<file path="config.mk">
export PLATFORM = sky130hd
export DESIGN_NAME = multicycle_ctrl
export DESIGN_NICKNAME = d
export VERILOG_FILES = /design/src/rtl/multicycle_ctrl.sv
export SDC_FILE = /design/constraint.sdc
export NUM_CORES = 1
export LEC_CHECK = 0
export ABC_AREA = 1
export CAP_MARGIN = 20
export CORE_MARGIN = 2
export CORE_UTILIZATION = 35
export DETAILED_ROUTE_END_ITERATION = 12
export PLACE_DENSITY_LB_ADDON = 0.12
export SYNTH_ARGS = -nofsm -noshare
export SYNTH_HDL_FRONTEND = slang
export SYNTH_SLANG_ARGS = --single-unit
</file>
<file path="constraint.sdc">
create_clock -name clk -period 4 [get_ports clk]
set_input_delay 1.2 -clock clk [delete_from_list [all_inputs] [get_ports clk]]
set_output_delay 1.2 -clock clk [all_outputs]
set_load 0.1 [all_outputs]
</file>
<file path="src/rtl/multicycle_ctrl.sv">
// multicycle_ctrl: Moore-style main control FSM for the multicycle RV64I core.
// Sequences fetch, decode, execute, memory and write-back, drives the datapath
// selects and enables, and guards every memory access with a wait-state counter
// that traps when the memory stalls for too long.
module multicycle_ctrl #(
    parameter int unsigned WAIT_LIMIT = 15
) (
    input  logic        clk,
    input  logic        rst_n,
    input  logic [31:0] instr,
    input  logic        alu_zero,
    input  logic        mem_ready,
    output logic        pc_write,
    output logic        ir_write,
    output logic        mem_read,
    output logic        mem_write,
    output logic        reg_write,
    output logic [1:0]  alu_src_a,
    output logic [1:0]  alu_src_b,
    output logic [1:0]  alu_op,
    output logic [1:0]  wb_sel,
    output logic [1:0]  pc_sel,
    output logic        trap,
    output logic [1:0]  trap_cause,
    output logic [3:0]  state
);

    // State encodings are visible on the debug port, so they are fixed values.
    localparam logic [3:0] StReset  = 4'd0;
    localparam logic [3:0] StFetch  = 4'd1;
    localparam logic [3:0] StDecode = 4'd2;
    localparam logic [3:0] StExecR  = 4'd3;
    localparam logic [3:0] StExecI  = 4'd4;
    localparam logic [3:0] StAddr   = 4'd5;
    localparam logic [3:0] StMemRd  = 4'd6;
    localparam logic [3:0] StMemWr  = 4'd7;
    localparam logic [3:0] StWbAlu  = 4'd8;
    localparam logic [3:0] StWbMem  = 4'd9;
    localparam logic [3:0] StBranch = 4'd10;
    localparam logic [3:0] StJal    = 4'd11;
    localparam logic [3:0] StJalr   = 4'd12;
    localparam logic [3:0] StLui    = 4'd13;
    localparam logic [3:0] StTrap   = 4'd15;

    // Opcodes (instr[6:0]).
    localparam logic [6:0] OpR      = 7'b0110011;
    localparam logic [6:0] OpI      = 7'b0010011;
    localparam logic [6:0] OpLoad   = 7'b0000011;
    localparam logic [6:0] OpStore  = 7'b0100011;
    localparam logic [6:0] OpBranch = 7'b1100011;
    localparam logic [6:0] OpJal    = 7'b1101111;
    localparam logic [6:0] OpJalr   = 7'b1100111;
    localparam logic [6:0] OpLui    = 7'b0110111;

    // Datapath select values.
    localparam logic [1:0] SrcAPc    = 2'd0;
    localparam logic [1:0] SrcARs1   = 2'd1;
    localparam logic [1:0] SrcAZero  = 2'd2;
    localparam logic [1:0] SrcBRs2   = 2'd0;
    localparam logic [1:0] SrcBFour  = 2'd1;
    localparam logic [1:0] SrcBImm   = 2'd2;
    localparam logic [1:0] AluAdd    = 2'd0;
    localparam logic [1:0] AluSub    = 2'd1;
    localparam logic [1:0] AluFunct  = 2'd2;
    localparam logic [1:0] WbAluOut  = 2'd0;
    localparam logic [1:0] WbMem     = 2'd1;
    localparam logic [1:0] WbPc4     = 2'd2;
    localparam logic [1:0] PcAlu     = 2'd0;
    localparam logic [1:0] PcAluOut  = 2'd1;
    localparam logic [1:0] PcAluJalr = 2'd2;

    // Trap causes.
    localparam logic [1:0] CauseNone    = 2'd0;
    localparam logic [1:0] CauseIllegal = 2'd1;
    localparam logic [1:0] CauseTimeout = 2'd2;

    localparam logic [7:0] WaitLimit = 8'(WAIT_LIMIT);

    logic [3:0] state_q, state_d;
    logic [7:0] wait_cnt_q, wait_cnt_d;
    logic       trap_q, trap_d;
    logic [1:0] trap_cause_q, trap_cause_d;
    logic [1:0] enter_cause;

    logic [6:0] opcode;
    logic [2:0] funct3;
    logic       in_mem_state;
    logic       timeout;
    logic       unused_instr;

    assign opcode = instr[6:0];
    assign funct3 = instr[14:12];
    // Only opcode and funct3 steer the FSM; the rest of the word is for the datapath.
    assign unused_instr = ^{instr[31:15], instr[11:7]};

    assign in_mem_state = (state_q == StFetch) || (state_q == StMemRd) ||
                          (state_q == StMemWr);
    // A ready in the limit cycle still completes: timeout needs mem_ready low.
    assign timeout = in_mem_state && !mem_ready && (wait_cnt_q == WaitLimit);

    // Next-state selection and trap cause on entry to TRAP.
    always_comb begin
        state_d     = state_q;
        enter_cause = CauseNone;
        case (state_q)
            StReset: state_d = StFetch;
            StFetch: begin
                if (mem_ready) begin
                    state_d = StDecode;
                end else if (timeout) begin
                    state_d     = StTrap;
                    enter_cause = CauseTimeout;
                end
            end
            StDecode: begin
                case (opcode)
                    OpR:              state_d = StExecR;
                    OpI:              state_d = StExecI;
                    OpLoad, OpStore:  state_d = StAddr;
                    OpBranch:         state_d = StBranch;
                    OpJal:            state_d = StJal;
                    OpJalr:           state_d = StJalr;
                    OpLui:            state_d = StLui;
                    default: begin
                        state_d     = StTrap;
                        enter_cause = CauseIllegal;
                    end
                endcase
            end
            StExecR, StExecI: state_d = StWbAlu;
            StAddr:  state_d = (opcode == OpLoad) ? StMemRd : StMemWr;
            StMemRd: begin
                if (mem_ready) begin
                    state_d = StWbMem;
                end else if (timeout) begin
                    state_d     = StTrap;
                    enter_cause = CauseTimeout;
                end
            end
            StMemWr: begin
                if (mem_ready) begin
                    state_d = StFetch;
                end else if (timeout) begin
                    state_d     = StTrap;
                    enter_cause = CauseTimeout;
                end
            end
            StWbAlu, StWbMem, StJal, StLui: state_d = StFetch;
            StBranch: begin
                if (funct3 == 3'b000 || funct3 == 3'b001) begin
                    state_d = StFetch;
                end else begin
                    state_d     = StTrap;
                    enter_cause = CauseIllegal;
                end
            end
            StJalr: begin
                if (funct3 == 3'b000) begin
                    state_d = StFetch;
                end else begin
                    state_d     = StTrap;
                    enter_cause = CauseIllegal;
                end
            end
            StTrap: state_d = StTrap;
            // Unused encoding: treat as corruption and park in TRAP.
            default: begin
                state_d     = StTrap;
                enter_cause = CauseIllegal;
            end
        endcase
    end

    // Wait counter restarts on every state change and counts stalled memory cycles.
    always_comb begin
        wait_cnt_d = wait_cnt_q;
        if (state_d != state_q) begin
            wait_cnt_d = 8'd0;
        end else if (in_mem_state && !mem_ready) begin
            wait_cnt_d = wait_cnt_q + 8'd1;
        end
    end

    // Sticky trap flag and cause, captured on the first entry to TRAP.
    always_comb begin
        trap_d       = trap_q;
        trap_cause_d = trap_cause_q;
        if (!trap_q && state_d == StTrap) begin
            trap_d       = 1'b1;
            trap_cause_d = enter_cause;
        end
    end

    // State registers; reset drops the FSM to RESET immediately.
    always_ff @(posedge clk or negedge rst_n) begin
        if (!rst_n) begin
            state_q      <= StReset;
            wait_cnt_q   <= 8'd0;
            trap_q       <= 1'b0;
            trap_cause_q <= CauseNone;
        end else begin
            state_q      <= state_d;
            wait_cnt_q   <= wait_cnt_d;
            trap_q       <= trap_d;
            trap_cause_q <= trap_cause_d;
        end
    end

    // Moore outputs decoded from state, qualified by mem_ready/alu_zero/funct3.
    always_comb begin
        pc_write  = 1'b0;
        ir_write  = 1'b0;
        mem_read  = 1'b0;
        mem_write = 1'b0;
        reg_write = 1'b0;
        alu_src_a = SrcAPc;
        alu_src_b = SrcBRs2;
        alu_op    = AluAdd;
        wb_sel    = WbAluOut;
        pc_sel    = PcAlu;
        case (state_q)
            StFetch: begin
                mem_read  = 1'b1;
                alu_src_a = SrcAPc;
                alu_src_b = SrcBFour;
                alu_op    = AluAdd;
                pc_sel    = PcAlu;
                ir_write  = mem_ready;
                pc_write  = mem_ready;
            end
            StDecode: begin
                alu_src_a = SrcAPc;
                alu_src_b = SrcBImm;
                alu_op    = AluAdd;
            end
            StExecR: begin
                alu_src_a = SrcARs1;
                alu_src_b = SrcBRs2;
                alu_op    = AluFunct;
            end
            StExecI: begin
                alu_src_a = SrcARs1;
                alu_src_b = SrcBImm;
                alu_op    = AluFunct;
            end
            StAddr: begin
                alu_src_a = SrcARs1;
                alu_src_b = SrcBImm;
                alu_op    = AluAdd;
            end
            StMemRd: mem_read = 1'b1;
            StMemWr: mem_write = 1'b1;
            StWbAlu: begin
                reg_write = 1'b1;
                wb_sel    = WbAluOut;
            end
            StWbMem: begin
                reg_write = 1'b1;
                wb_sel    = WbMem;
            end
            StBranch: begin
                alu_src_a = SrcARs1;
                alu_src_b = SrcBRs2;
                alu_op    = AluSub;
                pc_sel    = PcAluOut;
                if (funct3 == 3'b000) begin
                    pc_write = alu_zero;
                end else if (funct3 == 3'b001) begin
                    pc_write = !alu_zero;
                end
            end
            StJal: begin
                reg_write = 1'b1;
                wb_sel    = WbPc4;
                pc_sel    = PcAluOut;
                pc_write  = 1'b1;
            end
            StJalr: begin
                alu_src_a = SrcARs1;
                alu_src_b = SrcBImm;
                alu_op    = AluAdd;
                pc_sel    = PcAluJalr;
                wb_sel    = WbPc4;
                // A malformed jalr must not update architectural state.
                if (funct3 == 3'b000) begin
                    pc_write  = 1'b1;
                    reg_write = 1'b1;
                end
            end
            StLui: begin
                alu_src_a = SrcAZero;
                alu_src_b = SrcBImm;
                alu_op    = AluAdd;
                reg_write = 1'b1;
                wb_sel    = WbAluOut;
            end
            default: ;
        endcase
    end

    assign trap       = trap_q;
    assign trap_cause = trap_cause_q;
    assign state      = state_q;

endmodule

</file>
==> flow_metrics.py, run 1 <==
metrics = {
    "route": {
        "detail_route.wl_per_cell_um": 10.4,
        "drc_violation_count_after_routing": 0,
        "firstDrtPassIters": 4,
        "viasPerCell": 4.77,
        "drt_iter0_drc": 52,
        "vias": 1356,
        "routed_wirelength_um": 2950,
        "drtAntennaViolNets": 0,
    },
    "cts": {
        "cts_repair_resize_count": 0,
        "tritoncts": "done",
        "clk_path_buf_depth": 2,
        "postCtsSetupRepairBufs": 0,
        "worst_setup_hold_path_clk_slew_ns": 0.09,
        "cts_sinks": 15,
        "numCtsBuffers": 3,
        "cts_root_buf": "sky130_fd_sc_hd__clkbuf_4",
        "ctsHoldBuffers": 0,
        "clock_insertion_delay_worst_skew_ns": 0.27,
        "h-tree-depth": 1,
    },
    "setup_path": {
        "critical-path-slowest-cell": "sky130_fd_sc_hd__clkdlybuf4s50_1",
        "worstPathMaxFanout": 4,
        "criticalPathCategory": "primary input to primary output",
        "timing.critical_path.cells": "clkdlybuf4s50_1, inv_1, nor2_2, a31oi_1, nand3_1, buf_12",
        "cp_launch_type": "primary input",
        "slowest_delay_ns": 0.48,
        "arr_time_crit_path_ns": 2.34,
        "critical_path_required_ns": 2.80,
        "worstSetupEndpointType": "primary output",
    },
    "logic_synthesis": {
        "synth_area_leader_cell": "sky130_fd_sc_hd__dfrtp_1",
        "synth.yosys.warnings": 0,
        "synthesized_net_count": 236,
        "dominantRegCellSynth": "sky130_fd_sc_hd__dfrtp_1",
        "synth.ff_latch_count": 15,
        "yosysSeqAreaShare": 0.297,
        "synth.cell_area_mm2": 0.00126,
        "synth.top_cells.by_area": "sky130_fd_sc_hd__dfrtp_1 30%, sky130_fd_sc_hd__nand2_1 16%, sky130_fd_sc_hd__nor2_1 11%, sky130_fd_sc_hd__nand3_1 9.1%, sky130_fd_sc_hd__inv_1 7.7%",
        "synth.top_cell.area_share": 0.297,
        "ys_types": 28,
        "netlist_instances": 199,
        "synth-async-reset-ratio": 1.00,
        "synth-edff-count": 0,
        "synth.avg_cell_area_um2": 6.34,
    },
    "final_layout": {
        "final_net_count": 276,
        "final_cell_count_no_fill": 284,
        "final_layout_size_suffix_gt1_frac": 0.189,
        "num-fill-cells": 325,
        "antenna_cells": 0,
        "synthToLayoutAreaGrowth_pct": 35.8,
        "final_design_area_no_fill_mm2": 0.00171,
    },
    "floorplanning": {
        "placeableCoreArea_mm2": 0.00339,
        "dieWidth_um": 64.1,
        "die_height_um": 64.1,
        "floorplan.io_pins": 58,
        "die_area_mm2": 0.00410,
        "num_rows": 21,
        "initial_standard_cell_utilization_of_the_core": 0.372,
    },
    "timing": {
        "finalHoldViolations": 0,
        "timing.slew.headroom": 0.351,
        "report.final.slew_viol_count": 0,
        "post_route_fraction_of_the_period_consumed_by_the_critical_path": 0.885,
        "final.hold.worst_slack_ns": 0.495,
        "max_slew.worst_pin.slew_ns": 0.971,
        "setup-violations-final": 0,
        "clock_skew_ns": 0.000423,
        "fmax_mhz": 282,
        "grt_setup_unrepaired": "false",
        "final.setup.tns_ns": 0,
        "final.min_clock_period_ns": 3.54,
    },
    "global_route": {
        "global_route_wire_length_before_repair_um": 5220,
        "globalRouteTotalUtil": 0.156,
        "grt_antenna_before_repair": 0,
        "grt_pass1_vias": 1264,
        "grt_max_degree": 16,
        "globalRouteOverflowTotal": 0,
    },
    "place": {
        "dpl_cell_area_mm2": 0.00169,
        "dp_hpwl_um": 2410,
        "port-buffer-count": 35,
        "post_placement_cell_count": 280,
        "finalWeightedCongestion": 0.794,
    },
    "job": {
        "maxCapViolCount": 0,
    },
    "pwr": {
        "cellLeakagePower_nw": 0.864,
        "total_power_mw": 1.46,
        "ir_drop_mv": 0.408,
        "power.density_mw_per_mm2": 855,
    },
    "worst_hold_path": {
        "holdCritPathClass": "flop to flop",
    },
    "outcome": {
        "outcome": "completed",
    },
}
[kinds of logic (layout without fill, tap and decap cells)]
| logic type | count (synthesis) | after routing | share of synthesized area |
|---|---|---|---|
| AOI/OAI and AO/OA | 15 | 15 | 0.0753 |
| and+or+nand+nor | 129 | 129 | 0.466 |
| adders and majority gates | 1 | 1 | 0.00991 |
| buffers and inverters | 31 | 70 | 0.0951 |
| xor gates and xnor gates | 7 | 7 | 0.0486 |
| muxes | 1 | 1 | 0.00793 |
| DFF | 15 | 15 | 0.297 |
[synthesized netlist by cell type (2+ instances only)]
| cell type | instances |
|---|---|
| sky130_fd_sc_hd__nand3_1 | 23 |
| sky130_fd_sc_hd__xnor2_1 | 2 |
| sky130_fd_sc_hd__a21oi_1 | 4 |
| sky130_fd_sc_hd__o21ai_1 | 3 |
| sky130_fd_sc_hd__inv_2 | 4 |
| sky130_fd_sc_hd__nand4_1 | 4 |
| sky130_fd_sc_hd__dfrtp_1 | 15 |
| sky130_fd_sc_hd__inv_1 | 26 |
| sky130_fd_sc_hd__nand2_1 | 54 |
| sky130_fd_sc_hd__nor2_4 | 2 |
| sky130_fd_sc_hd__nor2_1 | 36 |
| sky130_fd_sc_hd__xor2_1 | 5 |
| sky130_fd_sc_hd__nor2_2 | 2 |
| sky130_fd_sc_hd__nand2_2 | 3 |
| sky130_fd_sc_hd__o21ai_0 | 3 |
[per-stage QoR]
step | util | setup WS, ns
2_1_floorplan | - | -0.248
6_report | 0.506 | 0.459
3_3_place_gp | 0.498 | 0.450
4_1_cts | 0.506 | 0.443
5_1_grt | 0.506 | 0.385
3_5_place_dp | 0.498 | 0.453
[flip-flops by register name (all words and copies together), names as in the netlist]
register,count
wait_cnt_q,8
trap,1
state,4
trap_cause,2
[layer usage]
metal	wire [um]	track usage
met1	1470	0.217
met2	1330	0.250
met3	145	0.0405
met4	9	0.0190
met5	0	0
[where the power goes]
group,internal [mW],switching (mW)
registers,0.174,0.0419
logic,0.280,0.885
clock network,0.0370,0.0473
total,0.490,0.975
[critical path: cells and delay by family]
kind,cells,cell delay (ns)
buffers and inverters,3,0.76
AND/OR/NAND/NOR,2,0.32
AO/OA/AOI/OAI,1,0.06
[cell usage in the layout (no fill, tap or decap), types with 2 or more instances in the layout]
master	n
sky130_fd_sc_hd__nand2_1	54
sky130_fd_sc_hd__nor2_1	33
sky130_fd_sc_hd__inv_1	26
sky130_fd_sc_hd__nand3_1	23
sky130_fd_sc_hd__clkdlybuf4s50_1	17
sky130_fd_sc_hd__buf_4	16
sky130_fd_sc_hd__dfrtp_1	13
sky130_fd_sc_hd__xor2_1	5
sky130_fd_sc_hd__inv_2	4
sky130_fd_sc_hd__nor2_4	4
sky130_fd_sc_hd__a21oi_1	4
sky130_fd_sc_hd__o21ai_1	4
sky130_fd_sc_hd__nand4_1	4
sky130_fd_sc_hd__nand2_2	3
sky130_fd_sc_hd__nor2_2	3
sky130_fd_sc_hd__clkbuf_4	3
sky130_fd_sc_hd__buf_12	3
sky130_fd_sc_hd__o21ai_0	2
sky130_fd_sc_hd__xnor2_1	2
sky130_fd_sc_hd__dfrtp_2	2
[final cells by class]
cell class	instances	area [um^2]	share of cell area
well taps	46	57.6	0.0336
multi-input cells	153	788	0.460
flip-flops and latches	15	378	0.220
clock inverters	1	5.00	0.00292
inverters	30	113	0.0657
repair buffers	36	350	0.204
clock buffers	3	22.5	0.0131
[final timing paths]
| path | start | endpoint | slack (ns) | cells past startpoint |
|---|---|---|---|---|
| min | trap | trap | 0.49 | 2 |
| min reg2reg | trap | trap | 0.49 | 2 |
| min in group asynchronous | rst_n | wait_cnt_q[1] | 1.33 | 1 |
| max | mem_ready | pc_write | 0.46 | 6 |
| max in group asynchronous | rst_n | state[3] | 2.21 | 1 |
| max reg2reg | state[0] | wait_cnt_q[1] | 2.04 | 13 |
Power figures use the tool's default switching activity.
==> inputs of run 2 (changes only) <==
--- a/config.mk
+++ b/config.mk
@@ -10,6 +10,7 @@
 export CORE_MARGIN = 2
 export CORE_UTILIZATION = 35
 export DETAILED_ROUTE_END_ITERATION = 12
+export GPL_ROUTABILITY_DRIVEN = 0
 export PLACE_DENSITY_LB_ADDON = 0.12
 export SYNTH_ARGS = -nofsm -noshare
 export SYNTH_HDL_FRONTEND = slang
==> results of run 2 <==
No change in the layout: final DEF, timing and power equal those of run 1.
==> inputs of run 3 (changes only) <==
--- a/config.mk
+++ b/config.mk
@@ -7,10 +7,11 @@
 export LEC_CHECK = 0
 export ABC_AREA = 1
 export CAP_MARGIN = 20
-export CORE_MARGIN = 2
+export CORE_MARGIN = 5
 export CORE_UTILIZATION = 35
 export DETAILED_ROUTE_END_ITERATION = 12
 export GPL_ROUTABILITY_DRIVEN = 0
+export MAX_ROUTING_LAYER = met4
 export PLACE_DENSITY_LB_ADDON = 0.12
 export SYNTH_ARGS = -nofsm -noshare
 export SYNTH_HDL_FRONTEND = slang
==> flow_metrics.py, run 3 (synthesis results as in run 1) <==
metrics = {
    "outcome": {
        "outcome": "completed",
    },
    "cts": {
        "cts_root_buf": "sky130_fd_sc_hd__clkbuf_4",
        "worst_setup_hold_path_clk_slew_ns": 0.08,
        "cts_sinks": 15,
        "tritoncts": "done",
        "clock_insertion_delay_worst_skew_ns": 0.28,
        "postCtsSetupRepairBufs": 0,
        "cts_repair_resize_count": 0,
        "clk_path_buf_depth": 2,
        "h-tree-depth": 1,
        "numCtsBuffers": 3,
        "ctsHoldBuffers": 0,
    },
    "final_layout": {
        "final_design_area_no_fill_mm2": 0.00171,
        "antenna_cells": 0,
        "seq_area_um2": 378,
        "multi_input_logic_area_um2": 788,
        "final_layout_size_suffix_gt1_frac": 0.189,
        "largest_register_ff_count": 8,
        "final_net_count": 276,
        "synthToLayoutAreaGrowth_pct": 35.5,
        "largest_register": "wait_cnt_q",
        "num-fill-cells": 377,
        "final_cell_mix": "54 x sky130_fd_sc_hd__nand2_1, 33 x sky130_fd_sc_hd__nor2_1, 26 x sky130_fd_sc_hd__inv_1",
        "most_common_library_cell_in_the_layout_ignoring_fill_and_taps": "sky130_fd_sc_hd__nand2_1",
    },
    "timing": {
        "grt_setup_unrepaired": "false",
        "post_route_fraction_of_the_period_consumed_by_the_critical_path": 0.887,
        "report.final.slew_viol_count": 0,
        "fmax_mhz": 282,
        "timing.slew.headroom": 0.353,
        "clock_skew_ns": 0.00156,
        "setup-violations-final": 0,
        "final.min_clock_period_ns": 3.55,
        "finalHoldViolations": 0,
        "max_slew.worst_pin.slew_ns": 0.968,
    },
    "floorplanning": {
        "initial_standard_cell_utilization_of_the_core": 0.370,
        "placeableCoreArea_mm2": 0.00342,
        "num_rows": 21,
        "floorplan.io_pins": 58,
        "dieWidth_um": 70.1,
        "die_area_mm2": 0.00491,
        "die_height_um": 70.1,
    },
    "worst_hold_path": {
        "holdCritPathClass": "flop to flop",
    },
    "pwr": {
        "power.density_mw_per_mm2": 856,
        "total_power_mw": 1.46,
        "cellLeakagePower_nw": 0.863,
        "ir_drop_mv": 0.640,
    },
    "setup_path": {
        "worstPathMaxFanout": 4,
        "worstSetupEndpointType": "primary output",
        "cp_launch_type": "primary input",
        "arr_time_crit_path_ns": 2.35,
        "critical_path_required_ns": 2.80,
        "criticalPathCategory": "primary input to primary output",
    },
    "global_route": {
        "globalRouteOverflowTotal": 0,
        "grt_max_degree": 16,
        "globalRouteTotalUtil": 0.135,
        "grt_pass1_vias": 1255,
        "grt_antenna_before_repair": 0,
        "global_route_wire_length_before_repair_um": 5440,
    },
    "route": {
        "routed_wirelength_um": 3070,
        "firstDrtPassIters": 4,
        "viasPerCell": 4.67,
        "vias": 1327,
        "drtAntennaViolNets": 0,
        "detail_route.wl_per_cell_um": 10.8,
        "drt_iter0_drc": 40,
        "drc_violation_count_after_routing": 0,
    },
    "place": {
        "dpl_cell_area_mm2": 0.00168,
        "dp_hpwl_um": 2570,
        "port-buffer-count": 35,
    },
    "job": {
        "maxCapViolCount": 0,
    },
}
[run 3: path summary, 6_finish.rpt]
path,startpoint,endpoint,slack [ns],cells after the start
worst max-delay path,mem_ready,pc_write,0.45,6
worst min-delay path,trap_cause[0],trap_cause[0],0.50,2
worst max register to register,state[1],wait_cnt_q[5],2.06,14
worst min register to register,trap_cause[0],trap_cause[0],0.50,2
max in group asynchronous,rst_n,state[2],2.25,1
min in group asynchronous,rst_n,wait_cnt_q[6],1.31,1
[run 3: cell type report]
cell class / instances / share of cell area
inverters: 30 / 0.0658
multi-input cells: 153 / 0.461
repair buffers: 36 / 0.203
clock buffers: 4 / 0.0154
well taps: 46 / 0.0337
flip-flops and latches: 15 / 0.221
[run 3: where the power goes]
| part | switching (mW) | internal (mW) |
|---|---|---|
| Sequential | 0.0441 | 0.174 |
| Clock | 0.0446 | 0.0387 |
| Combinational | 0.885 | 0.278 |
[run 3: per-layer routing]
metal / part of all wire / GRT usage
met1: 0.50 / 0.185
met2: 0.46 / 0.209
met3: 0.032 / 0.0129
met4: 0.012 / 0.0447
met5: 0 / -
[run 3: worst max-delay path, cell delays in order]
cell and delay [ns]:
sky130_fd_sc_hd__clkdlybuf4s50_1 0.48, sky130_fd_sc_hd__inv_1 0.09, sky130_fd_sc_hd__nor2_2 0.20, sky130_fd_sc_hd__a31oi_1 0.06
sky130_fd_sc_hd__nand3_1 0.12, sky130_fd_sc_hd__buf_12 0.19
[run 3: metrics by stage]
step / std cells / hold WS [ns] / util / worst slack (ns) / TNS (ns)
2_1_floorplan: 199 / 0.521 / - / -0.248 / -0.286
3_3_place_gp: 280 / 0.474 / 0.493 / 0.449 / 0
3_5_place_dp: 280 / 0.482 / 0.493 / 0.459 / 0
4_1_cts: 284 / 0.499 / 0.501 / 0.441 / 0
5_1_grt: 284 / 0.525 / 0.501 / 0.346 / 0
6_report: 284 / 0.497 / 0.501 / 0.454 / 0
